--- config.mk ---
export PLATFORM = sky130hd
export DESIGN_NAME = univ_shift_register
export DESIGN_NICKNAME = d
export VERILOG_FILES = /design/src/rtl/univ_shift_register.sv
export SDC_FILE = /design/constraint.sdc
export NUM_CORES = 1
export LEC_CHECK = 0
export CORE_ASPECT_RATIO = 1.1
export CORE_UTILIZATION = 45
export CTS_BUF_LIST = sky130_fd_sc_hd__clkbuf_8
export CTS_CLUSTER_DIAMETER = 80
export DETAILED_ROUTE_END_ITERATION = 6
export PLACE_DENSITY = 0.69
export SETUP_SLACK_MARGIN = 0.15
export SLEW_MARGIN = 10
export SYNTH_ARGS = -nofsm -noshare
export SYNTH_HDL_FRONTEND = slang
export SYNTH_SLANG_ARGS = --single-unit
--- constraint.sdc ---
create_clock -name clk -period 2.9 [get_ports clk]
set_input_delay 0.435 -clock clk [delete_from_list [all_inputs] [get_ports clk]]
set_output_delay 0.435 -clock clk [all_outputs]
set_load 0.02 [all_outputs]
--- src/rtl/univ_shift_register.sv ---
// Universal shift register: parallel load plus a burst of identical shift/rotate
// operations, one per clock, under a start/busy/done handshake.
module univ_shift_register #(
    parameter int unsigned WIDTH = 8,
    parameter int unsigned CNT_W = 8,
    localparam int unsigned AMT_W = $clog2(WIDTH)
) (
    input  logic             clk,
    input  logic             rst,
    input  logic             load,
    input  logic [WIDTH-1:0] load_value,
    input  logic             start,
    input  logic [2:0]       op,
    input  logic [AMT_W-1:0] amt,
    input  logic [CNT_W-1:0] reps,
    input  logic             si,
    output logic [WIDTH-1:0] PO,
    output logic             so,
    output logic             busy,
    output logic             done
);

    typedef enum logic {StIdle, StRun} state_e;

    localparam logic [2:0] OpShl = 3'd1;
    localparam logic [2:0] OpShr = 3'd2;
    localparam logic [2:0] OpSra = 3'd3;
    localparam logic [2:0] OpRol = 3'd4;
    localparam logic [2:0] OpRor = 3'd5;

    state_e             r_state, r_state_d;
    logic [WIDTH-1:0]   r_po, r_po_d;
    logic               r_so, r_so_d;
    logic               r_done, r_done_d;
    logic [2:0]         r_op, r_op_d;
    logic [AMT_W-1:0]   r_amt, r_amt_d;
    logic [CNT_W-1:0]   r_cnt, r_cnt_d;

    logic [WIDTH-1:0]   w_fill_lo;
    logic [WIDTH-1:0]   w_fill_hi;
    logic [2*WIDTH-1:0] w_shl_ext;
    logic [2*WIDTH-1:0] w_shr_ext;
    logic [2*WIDTH-1:0] w_rol_ext;
    logic [2*WIDTH-1:0] w_ror_ext;
    logic [AMT_W-1:0]   w_lidx;
    logic [AMT_W-1:0]   w_ridx;

    // Shift a double-width {data, fill} word and keep the relevant half, so a
    // runtime amount fills vacated bits without a per-bit mux.
    assign w_fill_lo = {WIDTH{si}};
    assign w_fill_hi = (r_op == OpSra) ? {WIDTH{r_po[WIDTH-1]}} : {WIDTH{si}};
    assign w_shl_ext = {r_po, w_fill_lo} << r_amt;
    assign w_shr_ext = {w_fill_hi, r_po} >> r_amt;
    assign w_rol_ext = {r_po, r_po} << r_amt;
    assign w_ror_ext = {r_po, r_po} >> r_amt;
    // WIDTH-a modulo WIDTH; only used when a is non-zero
    assign w_lidx    = '0 - r_amt;
    assign w_ridx    = r_amt - AMT_W'(1);

    always_comb begin
        r_state_d = r_state;
        r_po_d    = r_po;
        r_so_d    = r_so;
        r_done_d  = 1'b0;
        r_op_d    = r_op;
        r_amt_d   = r_amt;
        r_cnt_d   = r_cnt;
        unique case (r_state)
            StIdle: begin
                if (load) begin
                    r_po_d = load_value;
                end else if (start) begin
                    if (reps == '0) begin
                        r_done_d = 1'b1;
                    end else begin
                        r_op_d    = op;
                        r_amt_d   = amt;
                        r_cnt_d   = reps;
                        r_state_d = StRun;
                    end
                end
            end
            StRun: begin
                if (r_amt != '0) begin
                    case (r_op)
                        OpShl: begin
                            r_po_d = w_shl_ext[2*WIDTH-1:WIDTH];
                            r_so_d = r_po[w_lidx];
                        end
                        OpShr, OpSra: begin
                            r_po_d = w_shr_ext[WIDTH-1:0];
                            r_so_d = r_po[w_ridx];
                        end
                        OpRol: begin
                            r_po_d = w_rol_ext[2*WIDTH-1:WIDTH];
                            r_so_d = r_po[w_lidx];
                        end
                        OpRor: begin
                            r_po_d = w_ror_ext[WIDTH-1:0];
                            r_so_d = r_po[w_ridx];
                        end
                        default: ;
                    endcase
                end
                r_cnt_d = r_cnt - CNT_W'(1);
                if (r_cnt == CNT_W'(1)) begin
                    r_state_d = StIdle;
                    r_done_d  = 1'b1;
                end
            end
            default: r_state_d = StIdle;
        endcase
    end

    always_ff @(posedge clk or negedge rst) begin
        if (!rst) begin
            r_state <= StIdle;
            r_po    <= '0;
            r_so    <= 1'b0;
            r_done  <= 1'b0;
            r_op    <= '0;
            r_amt   <= '0;
            r_cnt   <= '0;
        end else begin
            r_state <= r_state_d;
            r_po    <= r_po_d;
            r_so    <= r_so_d;
            r_done  <= r_done_d;
            r_op    <= r_op_d;
            r_amt   <= r_amt_d;
            r_cnt   <= r_cnt_d;
        end
    end

    assign PO   = r_po;
    assign so   = r_so;
    assign busy = (r_state == StRun);
    assign done = r_done;

endmodule

==> impl_metrics.csv <==
group,metric,value,unit
outcome,outcome,"finished clean",
critical_path,path_class,"flop to flop",
sta,setup_slack,506,ps
sta,fmax,418,MHz
grt,grt_max_degree,32,
critical_path,required,3070,ps
cells_and_area,antenna_cells,0,
placement,dp_hpwl,5150,um
detailed_routing,drt-initial-drc-count,269,
sta,hold_viol,0,
placement,gp_congestion,0.864,
yosys,netlist_top_cells_count,"nand2_1, dfrtp_1, nor2_1, buf_2, nand3_1",
sta,clock-skew-final,1.94,ps
sta,setup_tns,0,ps
clock_network,clk_path_buf_depth,2,
detailed_routing,routedWlPerCell,19.3,um
cells_and_area,area_growth,17.2,%
yosys,synth_nets,310,
detailed_routing,ant_nets,0,
floorplan,dieArea,5780,um^2
grt,grt-ovfl-total,0,
critical_path,arrival,2570,ps
yosys,synth_most_common_cell,"nand2_1",
cells_and_area,drive_gt1_share,17.8,%
floorplan,coreArea,5130,um^2
critical_path,cp_cell_sequence,"inv_2 > ha_1 > ha_1 > mux4_2 > mux4_2 > mux2_4",
power,ir_worst_vdd,541,uV
clock_network,cts.sinks,25,
cells_and_area,nets,336,
yosys,synth-edff-count,0,
sta,period_minus_slack,2390,ps
sta,rsz0062_at_grt,"no",
sta,period_share,82.5,%
grt,grt_use_total,26.8,%
critical_path,cp_max_fo,8,
placement,pre_cts_slack,496,ps
placement,dp_cells,371,
yosys,ys_seq_elements,25,
detailed_routing,viasPerCell,6.32,
detailed_routing,wl,7250,um
sta,hold_ws,517,ps
grt,antenna_found_initial,0,
sta,worst_slew_pin_slew,600,ps
critical_path,max_stage_delay,500,ps
clock_network,numCtsBuffers,3,
critical_path,rr_worst_depth,6,
clock_network,ctsRootBufferMaster,"clkbuf_8",
floorplan,rows,27,
critical_path,critPathSlowestCell,"mux4_2",
sta,setup_violations,0,
power,p_leak,1.09,nW
clock_network,cts_max_level,1,
yosys,ys_warn_count,0,
clock_network,postCtsSetupBuffers,0,
cells_and_area,stdcell_count,375,
worst_hold_path,hold_class,"input port to asynchronous set/reset pin",
detailed_routing,drtPass1Iterations,5,
floorplan,fp.dieH,79.6,um
detailed_routing,drc_errors,0,
clock_network,postCtsResizedCells,0,
grt,grt_pass1_vias,2327,
clock_network,cts_tree,"done",
yosys,ys_seq_area_share,25.4,%
flow_run,cap_violations,0,
sta,max_slew_margin,59.6,%
grt,grt_pass1_wl,11800,um
yosys,synthFlopType,"dfrtp_1",
yosys,synth_cell_types,68,
yosys,async_flop_share,100,%
floorplan,die_w,72.6,um
yosys,syn_area_per_cell,8.87,um^2
floorplan,pin_count,38,
clock_network,insertion_delay,280,ps
floorplan,initial_core_util,48.0,%
clock_network,clk_pin_slew,90,ps
yosys,synth_top_area_share,25.4,%
yosys,synthTopCellsByArea,"dfrtp_1, mux4_2, nand2_1",
critical_path,crit_path_end_kind,"flop",
placement,io_buffers,37,
power,power_density,1260,nW/um^2
yosys,synth_largest_area_cell,"dfrtp_1",
critical_path,critPathLaunchType,"flop",
cells_and_area,fillers,480,
yosys,syn-cell-area,2470,um^2
detailed_routing,vias,2370,
yosys,netlist_instances,278,
clock_network,ctsHoldBuffers,0,
sta,final-max-slew-violation-count,0,
==> layer usage <==
| layer | GRT usage (%) | routed length (um) | up-vias |
|---|---|---|---|
| met5 | 0 | 0 | - |
| met3 | 3.03 | 411 | 21 |
| met1 | 33.7 | 3040 | 1155 |
| met2 | 46.0 | 3590 | 98 |
| li1 | - | - | 1096 |
| met4 | 12.0 | 208 | 0 |
==> power by group <==
| part | switching, mW | internal, mW |
|---|---|---|
| Sequential | 0.326 | 0.521 |
| Clock | 0.122 | 0.0954 |
| Combinational | 1.38 | 1.20 |
| Total | 1.82 | 1.82 |
==> critical path: cells and delay by family (launching register included) <==
kind	cells	cell delay, ps
muxes	3	1230
DFF	1	370
buffers and inverters	1	100
adders and majority gates	2	590
==> logic make-up after synthesis <==
group | after synthesis | synth area share [%]
simple gates | 110 | 23.7
compound gates | 68 | 22.2
buf+inv | 36 | 7.56
mux | 31 | 17.5
flops | 25 | 25.4
fa+ha+maj | 5 | 2.54
xor+xnor | 3 | 1.07
==> placed cells by master (no fill, tap or decap), types with 7 or more instances in the layout <==
cell | netlist | layout
a21oi_1 | 9 | 9
clkdlybuf4s50_1 | 0 | 37
o211ai_1 | 7 | 7
buf_4 | 1 | 8
inv_1 | 10 | 11
nand2_1 | 34 | 34
dfrtp_1 | 25 | 25
mux2_2 | 11 | 11
nor2_1 | 19 | 19
o21ai_0 | 9 | 9
mux2i_1 | 9 | 9
nand3_1 | 13 | 13
mux4_2 | 8 | 8
==> sequential cells by signal, indices dropped and copies added (netlist names) <==
register	cells
PO	8
r_cnt	8
r_amt	3
r_op	3
busy	1
done	1
so	1
==> metrics by stage <==
step | cell area [um^2] | power, mW | utilization (%)
finish | 2890 | 3.64 | 56.3
global route | 2890 | 3.90 | 56.3
CTS | 2890 | 3.61 | 56.3
detailed placement | 2850 | 3.38 | 55.4
global placement | 2850 | 3.35 | 55.4
floorplan | 2470 | 2.75 | -
==> area by class of cell <==
cell class / instances / area, um^2 / share of cell area, %
flip-flops and latches: 25 / 626 / 21.6
well taps: 72 / 90.1 / 3.12
clock inverters: 1 / 3.75 / 0.130
repair buffers: 45 / 430 / 14.9
multi-input cells: 217 / 1650 / 57.2
inverters: 12 / 45.0 / 1.56
clock buffers: 3 / 41.3 / 1.43
==> final timing paths <==
check | slack [ps] | from | end
max in group asynchronous | 2120 | rst | PO[4]
max | 510 | r_amt[0] | so
min in group clk | 530 | so | so
min | 520 | rst | r_op[1]
min reg2reg | 530 | so | so
max reg2reg | 510 | r_amt[0] | so
(Power assumes the default switching activity.)
